$ cat config.mk
export PLATFORM = sky130hd
export DESIGN_NAME = bitout_n
export DESIGN_NICKNAME = d
export VERILOG_FILES = /design/src/rtl/bitout_pkg.sv /design/src/rtl/bitout_pulse_timer.sv /design/src/rtl/bitout_n.sv
export SDC_FILE = /design/constraint.sdc
export NUM_CORES = 1
export LEC_CHECK = 0
export CORE_UTILIZATION = 32
export CTS_BUF_LIST = sky130_fd_sc_hd__clkbuf_4
export CTS_CLUSTER_DIAMETER = 200
export DETAILED_ROUTE_END_ITERATION = 12
export GPL_ROUTABILITY_DRIVEN = 0
export GPL_TIMING_DRIVEN = 0
export PLACE_DENSITY_LB_ADDON = 0.2
export SLEW_MARGIN = 5
export SYNTH_ARGS = -nofsm -noshare
export SYNTH_HDL_FRONTEND = slang
export SYNTH_SLANG_ARGS = --single-unit
$ cat constraint.sdc
create_clock -name csi_clk -period 2.9 [get_ports csi_clk]
set_input_delay 0.58 -clock csi_clk [delete_from_list [all_inputs] [get_ports csi_clk]]
set_output_delay 0.58 -clock csi_clk [all_outputs]
set_load 0.03 [all_outputs]
$ cat src/rtl/bitout_pkg.sv
// Shared register map and STATUS bit positions for the bitout_n slave.
package bitout_pkg;

    localparam logic [2:0] ADDR_DATA   = 3'd0;
    localparam logic [2:0] ADDR_SET    = 3'd1;
    localparam logic [2:0] ADDR_CLR    = 3'd2;
    localparam logic [2:0] ADDR_TOG    = 3'd3;
    localparam logic [2:0] ADDR_PLEN   = 3'd4;
    localparam logic [2:0] ADDR_PULSE  = 3'd5;
    localparam logic [2:0] ADDR_STATUS = 3'd6;

    localparam int STATUS_BUSY   = 0;
    localparam int STATUS_DONE   = 1;
    localparam int STATUS_IRQ_EN = 2;

endpackage

$ cat src/rtl/bitout_pulse_timer.sv
// Down-counter for timed pulses: loads a length, counts to zero, flags the 1->0 step.
module bitout_pulse_timer #(
    parameter int CNT_W = 16
) (
    input  logic             clk,
    input  logic             reset,
    input  logic             load,
    input  logic [CNT_W-1:0] len,
    input  logic             cancel,
    output logic             tc,
    output logic             busy_cnt
);

    logic [CNT_W-1:0] cnt;

    // load beats cancel so a retrigger in a terminal-count cycle starts fresh
    always_ff @(posedge clk or posedge reset) begin
        if (reset) begin
            cnt <= '0;
        end else if (load) begin
            cnt <= len;
        end else if (cancel) begin
            cnt <= '0;
        end else if (cnt != '0) begin
            cnt <= cnt - CNT_W'(1);
        end
    end

    assign tc       = (cnt == CNT_W'(1));
    assign busy_cnt = (cnt != '0);

endmodule

$ cat src/rtl/bitout_n.sv
// Avalon-MM bit output register with set/clear/toggle and timed self-clearing pulses.
module bitout_n
    import bitout_pkg::*;
#(
    parameter int               WIDTH       = 8,
    parameter int               CNT_W       = 16,
    parameter logic [WIDTH-1:0] RESET_VALUE = '0
) (
    input  logic        csi_clk,
    input  logic        csi_reset,
    input  logic [2:0]  avs_s1_address,
    input  logic        avs_s1_read,
    output logic [31:0] avs_s1_readdata,
    input  logic        avs_s1_write,
    input  logic [31:0] avs_s1_writedata,
    output logic [WIDTH-1:0] coe_bits,
    output logic        ins_irq
);

    // Bus: zero-wait-state slave. A write commits on the rising edge where
    // avs_s1_write is high; reads are combinational and side-effect free.

    logic [WIDTH-1:0] out_q, out_tc, out_next;
    logic [WIDTH-1:0] mask_q, mask_tc, mask_next;
    logic [CNT_W-1:0] plen_q;
    logic             done_q, done_next;
    logic             irq_en_q;
    logic             load, cancel, tc, busy_cnt;
    logic [WIDTH-1:0] wr_mask;
    logic             unused_bits;

    assign wr_mask     = avs_s1_writedata[WIDTH-1:0];
    assign unused_bits = ^{busy_cnt, avs_s1_writedata};

    bitout_pulse_timer #(.CNT_W(CNT_W)) u_timer (
        .clk      (csi_clk),
        .reset    (csi_reset),
        .load     (load),
        .len      (plen_q),
        .cancel   (cancel),
        .tc       (tc),
        .busy_cnt (busy_cnt)
    );

    // Terminal-count clear is applied first, then any bus write on top of it.
    always_comb begin
        out_tc    = out_q;
        mask_tc   = mask_q;
        out_next  = out_q;
        mask_next = mask_q;
        load      = 1'b0;
        cancel    = 1'b0;
        done_next = done_q;
        if (tc) begin
            out_tc  = out_q & ~mask_q;
            mask_tc = '0;
        end
        out_next  = out_tc;
        mask_next = mask_tc;
        if (avs_s1_write && avs_s1_address == ADDR_STATUS && avs_s1_writedata[STATUS_DONE])
            done_next = 1'b0;
        if (tc)
            done_next = 1'b1;
        if (avs_s1_write) begin
            case (avs_s1_address)
                ADDR_DATA: begin
                    out_next  = wr_mask;
                    mask_next = '0;
                    cancel    = 1'b1;
                end
                ADDR_SET: begin
                    out_next  = out_tc | wr_mask;
                    mask_next = mask_tc & ~wr_mask;
                    cancel    = (mask_next == '0);
                end
                ADDR_CLR: begin
                    out_next  = out_tc & ~wr_mask;
                    mask_next = mask_tc & ~wr_mask;
                    cancel    = (mask_next == '0);
                end
                ADDR_TOG: begin
                    out_next  = out_tc ^ wr_mask;
                    mask_next = mask_tc & ~wr_mask;
                    cancel    = (mask_next == '0);
                end
                ADDR_PULSE: begin
                    if (plen_q != '0 && wr_mask != '0) begin
                        out_next  = out_tc | wr_mask;
                        mask_next = mask_tc | wr_mask;
                        load      = 1'b1;
                    end
                end
                default: ;
            endcase
        end
    end

    always_ff @(posedge csi_clk or posedge csi_reset) begin
        if (csi_reset) begin
            out_q    <= RESET_VALUE;
            mask_q   <= '0;
            plen_q   <= '0;
            done_q   <= 1'b0;
            irq_en_q <= 1'b0;
        end else begin
            out_q  <= out_next;
            mask_q <= mask_next;
            done_q <= done_next;
            if (avs_s1_write && avs_s1_address == ADDR_PLEN)
                plen_q <= avs_s1_writedata[CNT_W-1:0];
            if (avs_s1_write && avs_s1_address == ADDR_STATUS)
                irq_en_q <= avs_s1_writedata[STATUS_IRQ_EN];
        end
    end

    always_comb begin
        avs_s1_readdata = '0;
        if (avs_s1_read) begin
            case (avs_s1_address)
                ADDR_DATA:  avs_s1_readdata[WIDTH-1:0] = out_q;
                ADDR_PLEN:  avs_s1_readdata[CNT_W-1:0] = plen_q;
                ADDR_PULSE: avs_s1_readdata[WIDTH-1:0] = mask_q;
                ADDR_STATUS: begin
                    avs_s1_readdata[STATUS_BUSY]   = (mask_q != '0);
                    avs_s1_readdata[STATUS_DONE]   = done_q;
                    avs_s1_readdata[STATUS_IRQ_EN] = irq_en_q;
                end
                default: ;
            endcase
        end
    end

    assign coe_bits = out_q;
    assign ins_irq  = done_q & irq_en_q;

endmodule

==> impl_results.md, run 1 <==
* Most common cell after layout, fill and taps aside: sky130_fd_sc_hd__nand2_1
* Clock slew at reported path FFs at 160 ps
* Overall die height at 105.5 um
* Number of synthesized flops with an enable pin at 0
* Diode count at 0
* Warning count from the yosys run at 0
* Highest achievable clock rate at 0.3565 GHz
* Unrepaired setup endpoints after global routing: no
* Share of synthesized flip-flops with an asynchronous set or reset at 1.000
* Worst ir drop on vdd at 315.0 uV
* Clock buffer count from CTS at 5
* Worst-case headroom to the max-slew limit at 0.5908
* Reg-to-reg setup timing slack at 290 ps
* Finish-stage setup viols at 0
* Worst-Margin Slew at 611.0 ps
* Leak pwr at 1.963 nW
* Commonest cells after routing, fill and taps aside: sky130_fd_sc_hd__nand2_1, sky130_fd_sc_hd__dfrtp_1, sky130_fd_sc_hd__mux2_2, sky130_fd_sc_hd__clkdlybuf4s50_1, sky130_fd_sc_hd__o21ai_0
* Timing startpoint of the critical path: avs_s1_address[1]
* Classification of the worst-slack hold path: in -> async
* Wire length after detailed routing at 9.716 mm
* Critical R2R Launch: u_timer.cnt[1]
* Number of remaining DRC errors at 0
* Worst Hold Slack at 492.1 ps
* Number of global-route vias before repair at 2,863
* Syn_area_per_cell at 9.331 um^2
* Max-slew violations at 0
* Total half-perimeter wirelength after legalization and detailed placement at 7.175 mm
* Root buffer cell: sky130_fd_sc_hd__clkbuf_4
* Number of unique standard cell types used by synthesis at 44
* Worst reg2reg path depth at 13
* CP Class: in -> out
* Average vias per placed instance at 5.326
* Largest net degree at the start of global routing at 33
* Total vias in the final route at 3,068
* Critical path capture point: avs_s1_readdata[2]
* CP Data Arrival Time at 2220 ps
* Drt first pass iters at 5
* Post-layout net count at 496
* Initial core utilization at 0.3302
* Antenna violations before repair at 0
* Share of the core filled with cells in the final layout at 0.4148
* Biggest area contributors in the synthesized netlist: sky130_fd_sc_hd__dfrtp_1, sky130_fd_sc_hd__mux2_2, sky130_fd_sc_hd__ha_1, sky130_fd_sc_hd__nand2_1, sky130_fd_sc_hd__a32o_1
* Clock tree sinks at 50
* Clock Skew at 11.38 ps
* Max Fanout on Critical Path at 10
* Final number of hold-violating endpoints at 0
* Aggregate global-route resource usage at 0.1831
* Die width at 105.5 um
* Most used flip-flop cell after synthesis: sky130_fd_sc_hd__dfrtp_1
* Endpoint class of the critical path: output port
* Die ar. at 11,120 um^2
* Pwr dens at 645.6 nW/um^2
* First-pass GRT wire length at 15.88 mm
* Gate count after technology mapping at 367
* Count of state elements after synthesis at 50
* Max Buffers Root-to-Sink at 2
* Synth top area share at 0.3654
* Worst path required time at 2320 ps
* Post-route ant nets at 0
* Placement Rows at 37
* Boundary pin count at 80
* TritonCTS clock tree: yes
* Cell type contributing the most total cell area after synthesis: sky130_fd_sc_hd__dfrtp_1
* Worst setup SP type: primary input
* Maximum Capacitance Violations at 0
* Outcome: finished, final reports clean
* Final sum of negative setup slack at 0 ps
* Worst-skew pair later-pin latency at 380 ps
* Final clock period utilization by the worst path at 0.9671
* Count of port buffers added during placement at 46
* Maximum level of the CTS H-tree at 2
* Share of cells above drive strength 1 at 0.2068
* Final critical delay including setup and external delays at 2805 ps
* Number of DRC violations after detailed-routing iteration 0 at 253
* Total congestion overflow at 0
* Cell area after synthesis at 3425 um^2
* Terminus of the critical flop-to-flop path: coe_bits[4]
* Per-cell routed wire length at 16.87 um
* Area overhead of the layout relative to synthesis at 25.61%
* Sequential cell area fraction in the yosys report at 0.3654
* Fillcell total at 1,097
* Core Region at 10,370 um^2
* Count of hold-fix buffers inserted at cts at 0
worst max-delay path: stages:
cell and delay, ps:
sky130_fd_sc_hd__clkdlybuf4s50_1 580, sky130_fd_sc_hd__clkbuf_1 440, sky130_fd_sc_hd__o21ai_0 170, sky130_fd_sc_hd__and2_1 180, sky130_fd_sc_hd__clkdlybuf4s15_2 270
stage by stage:
step | total power, mW | instances | cell area [um^2] | worst slack [ps]
floorplan | 1.903 | 382 | 3481 | 502.1
global placement | 2.212 | 564 | 4111 | -810.0
detailed placement | 2.243 | 565 | 4131 | -805.8
CTS | 2.774 | 575 | 4282 | -4.127
global route | 2.957 | 576 | 4302 | 20.17
finish | 2.777 | 576 | 4302 | 95.30
worst min-delay path by stage:
stage	start	end
after floorplan	irq_en_q	irq_en_q
after CTS	csi_reset	plen_q[10]
after detailed placement	irq_en_q	irq_en_q
after global routing	csi_reset	u_timer.cnt[5]
final	csi_reset	plen_q[7]
after global placement	irq_en_q	irq_en_q
where the power goes:
group          internal (mW)  switching, mW
Clock                  0.270          0.255
Sequential             0.885          0.243
Combinational          0.554          0.570
state kept, by name, indices dropped and copies added, names as in the netlist:
| register | cells |
|---|---|
| u_timer.cnt | 16 |
| plen_q | 16 |
| coe_bits | 8 |
| done_q | 1 |
| mask_q | 8 |
| irq_en_q | 1 |
cell type report:
cell class	count	area, um^2	share of cell area
Inverter	20	75.07	0.01745
Buffer	33	229.0	0.05323
Multi-Input combinational cell	279	1964	0.4567
Timing Repair Buffer	50	505.5	0.1175
Clock buffer	5	37.54	0.008726
Clock inverter	3	68.82	0.01600
Tap cell	136	170.2	0.03956
Sequential cell	50	1251	0.2909
cell usage after synthesis (all sizes together) (2+ instances only):
library cell   n
nor4          11
o21ai         26
and3           2
mux2          32
nand2         59
nor3           4
buf           24
xor2           6
dfrtp         50
o221ai         8
or3            4
a22o           3
and2          13
nand4          4
nand3          5
xnor2          7
nor2          16
clkbuf         9
nand2b         2
and4           2
a32o          13
ha            18
inv           20
a22oi         16
per-layer routing:
layer | part of all wire | routed length [um] | track usage
met1 | 0.47 | 4518 | 0.2602
met2 | 0.47 | 4579 | 0.2904
met3 | 0.052 | 507 | 0.02783
met4 | 0.011 | 110 | 0.04527
met5 | 0 | 0 | 0
logic make-up (layout without fill, tap and decap cells):
| logic type | Yosys count | in the layout | share of synthesized area |
|---|---|---|---|
| AND/OR/NAND/NOR | 128 | 128 | 0.1878 |
| AO/OA/AOI/OAI | 71 | 71 | 0.1549 |
| buffers and inverters | 53 | 111 | 0.08367 |
| flip-flops | 50 | 50 | 0.3654 |
| multiplexers | 33 | 33 | 0.1081 |
| adder cells (fa/ha/maj) | 18 | 18 | 0.06577 |
| XOR/XNOR | 13 | 13 | 0.03325 |
| other | 1 | 16 | 0.001095 |
repair_timing:
item,CTS,global route
setup endpoints to repair,16,14
buffers inserted,2,1
resized for setup,43,4
pin swaps,0,1
No activity file was read; power rests on OpenSTA's default activity.
==> inputs of run 2 (changes only) <==
--- a/config.mk
+++ b/config.mk
@@ -5,6 +5,7 @@
 export SDC_FILE = /design/constraint.sdc
 export NUM_CORES = 1
 export LEC_CHECK = 0
+export CAP_MARGIN = 20
 export CORE_UTILIZATION = 32
 export CTS_BUF_LIST = sky130_fd_sc_hd__clkbuf_4
 export CTS_CLUSTER_DIAMETER = 200
==> results of run 2 <==
Final layout, timing and power as in run 1 (identical DEF).
==> inputs of run 3 (changes only) <==
--- a/config.mk
+++ b/config.mk
@@ -13,6 +13,7 @@
 export GPL_ROUTABILITY_DRIVEN = 0
 export GPL_TIMING_DRIVEN = 0
 export PLACE_DENSITY_LB_ADDON = 0.2
+export SETUP_SLACK_MARGIN = 0.2
 export SLEW_MARGIN = 5
 export SYNTH_ARGS = -nofsm -noshare
 export SYNTH_HDL_FRONTEND = slang
==> constraint.sdc (replaced) <==
create_clock -name csi_clk -period 3.13 [get_ports csi_clk]
set_input_delay 0.626 -clock csi_clk [delete_from_list [all_inputs] [get_ports csi_clk]]
set_output_delay 0.626 -clock csi_clk [all_outputs]
set_load 0.03 [all_outputs]
==> impl_results.md, run 3 (synthesis results as in run 1) <==
* Root buffer cell: sky130_fd_sc_hd__clkbuf_4
* Number of DRC violations after detailed-routing iteration 0 at 203 (-20%)
* Top flop regs: plen_q (16), u_timer.cnt (16)
* Clock Skew at 15.65 ps (+4.269 ps)
* Antenna violations before repair at 0 (unchanged)
* Area overhead of the layout relative to synthesis at 24.33%
* Initial core utilization at 0.3302 (unchanged)
* Clock buffer count from CTS at 5 (unchanged)
* Worst setup SP type: primary input
* Worst Hold Slack at 521.5 ps (+29.37 ps)
* Total vias in the final route at 3,026 (-1.4%)
* Maximum Capacitance Violations at 0 (unchanged)
* Maximum level of the CTS H-tree at 2 (unchanged)
* Reg-to-reg setup timing slack at 520 ps (+230 ps)
* Overall die height at 105.5 um (unchanged)
* Critical path capture point: avs_s1_readdata[8]
* Timing startpoint of the critical path: avs_s1_address[1]
* Largest net degree at the start of global routing at 33 (unchanged)
* Max Buffers Root-to-Sink at 2 (unchanged)
* Clock slew at reported path FFs at 170 ps (about the same)
* TritonCTS clock tree: yes
* Wire length after detailed routing at 9.796 mm (+0.82%)
* Number of cells in the design after placement at 565 (unchanged)
* Diode count at 0 (unchanged)
* Outcome: finished, final reports clean
* Die width at 105.5 um (unchanged)
* Finish-stage setup viols at 0 (unchanged)
* Count of port buffers added during placement at 46 (unchanged)
* CP Data Arrival Time at 2250 ps (+30 ps)
* Total congestion overflow at 0 (unchanged)
* Share of cells above drive strength 1 at 0.2068 (unchanged)
* Per-cell routed wire length at 17.01 um (+0.82%)
* Final non-filler cell total at 576 (unchanged)
* Worst reg2reg path depth at 13 (unchanged)
* Final critical delay including setup and external delays at 2873 ps
* Pwr dens at 603.8 nW/um^2 (-6.5%)
* Worst ir drop on vdd at 291.2 uV (-7.5%)
* Final clock period utilization by the worst path at 0.9177
* Classification of the worst-slack hold path: reg -> reg
* CP Class: in -> out
* Most common cell after layout, fill and taps aside: sky130_fd_sc_hd__nand2_1
* Placement Rows at 37 (unchanged)
* Total half-perimeter wirelength after legalization and detailed placement at 7.175 mm (unchanged)
* Highest achievable clock rate at 0.3481 GHz
* Post-route ant nets at 0 (unchanged)
* Number of remaining DRC errors at 0 (unchanged)
* Commonest cells after routing, fill and taps aside: sky130_fd_sc_hd__nand2_1, sky130_fd_sc_hd__dfrtp_1, sky130_fd_sc_hd__mux2_2, sky130_fd_sc_hd__clkdlybuf4s50_1, sky130_fd_sc_hd__o21ai_0
* Unrepaired setup endpoints after global routing: no
* Terminus of the critical flop-to-flop path: coe_bits[4]
* Aggregate global-route resource usage at 0.1833 (+0.0002661)
* Worst-case headroom to the max-slew limit at 0.5645 (-0.02631)
* Worst path required time at 2500 ps (+180 ps)
* Count of hold-fix buffers inserted at cts at 0 (unchanged)
* Clock tree sinks at 50 (unchanged)
* Final number of hold-violating endpoints at 0 (unchanged)
* Endpoint class of the critical path: output port
* Fillcell total at 1,103 (+0.55%)
* Beginning of the worst hold path: irq_en_q
* Post-layout net count at 496 (unchanged)
* Max Fanout on Critical Path at 8 (-2)
* Core Region at 10,370 um^2 (unchanged)
* Average vias per placed instance at 5.253 (-1.4%)
* First-pass GRT wire length at 15.91 mm (+0.18%)
* Number of global-route vias before repair at 2,867 (+0.14%)
* Final sum of negative setup slack at 0 ps (unchanged)
* Worst-skew pair later-pin latency at 390 ps (about the same)
* Leak pwr at 1.958 nW (-0.28%)
* Boundary pin count at 80 (unchanged)
* Max-slew violations at 0 (unchanged)
* Drt first pass iters at 5 (unchanged)
* Worst-Margin Slew at 650.3 ps (+39.29 ps)
* Critical R2R Launch: u_timer.cnt[1]
* Die ar. at 11,120 um^2 (unchanged)
run 3: changes by cell type in the layout (fill, tap and decap cells not counted):
cell | previous run | this run
sky130_fd_sc_hd__clkdlybuf4s15_2 | 8 | 0
sky130_fd_sc_hd__buf_2 | 2 | 9
sky130_fd_sc_hd__dlygate4sd2_1 | 8 | 3
sky130_fd_sc_hd__clkbuf_2 | 1 | 2
sky130_fd_sc_hd__clkdlybuf4s15_1 | 0 | 5
run 3: repair_timing:
item                                    4_1_cts  5_1_grt
endpoints found under the setup margin       16       14
buffers inserted                              2        1
pin swaps                                     0        1
resized for setup                            55       11
run 3: through the flow:
step	setup slack [ps]	utilization	power (mW)	area (um^2)
after floorplan	640.1	-	1.763	3481
after global placement	-672.0	0.3965	2.049	4111
after detailed placement	-667.8	0.3984	2.078	4131
after CTS	63.87	0.4084	2.567	4235
after global routing	200.1	0.4106	2.736	4258
final	257.5	0.4106	2.571	4258
run 3: layout make-up:
| cell class | count | area, um^2 | share of cell area |
|---|---|---|---|
| clock buffers | 5 | 37.54 | 0.008816 |
| clock inverters | 3 | 68.82 | 0.01616 |
| inverters | 20 | 75.07 | 0.01763 |
| well taps | 136 | 170.2 | 0.03996 |
| repair buffers | 50 | 461.7 | 0.1084 |
| plain buffers | 33 | 229.0 | 0.05378 |
| flip-flops and latches | 50 | 1251 | 0.2939 |
| multi-input cells | 279 | 1964 | 0.4614 |
run 3: worst min-delay path by stage:
stage | depth (start not counted) | slack, ps | to
6_report | 2 | 520 | irq_en_q
5_1_grt | 2 | 560 | u_timer.cnt[5]
4_1_cts | 2 | 530 | irq_en_q
3_5_place_dp | 2 | 490 | irq_en_q
3_3_place_gp | 2 | 490 | irq_en_q
2_1_floorplan | 2 | 460 | irq_en_q
run 3: metal layers:
layer,vias up,share of wire,track usage
li1,1417,-,-
met1,1486,0.46,0.2606
met2,117,0.47,0.2909
met3,6,0.062,0.02783
met4,0,0.0076,0.04527
met5,-,0,0
run 3: critical path, cell delays in order:
cell and delay (ps):
sky130_fd_sc_hd__clkdlybuf4s50_1 510, sky130_fd_sc_hd__nor2_2 240, sky130_fd_sc_hd__and3_2 320, sky130_fd_sc_hd__and2_1 150, sky130_fd_sc_hd__dlygate4sd2_1 390
run 3: report_power, final:
part           switching (mW)  leakage, nW  internal (mW)
logic                   0.529         1.27          0.510
registers               0.226        0.632          0.820
clock network           0.236       0.0554          0.250
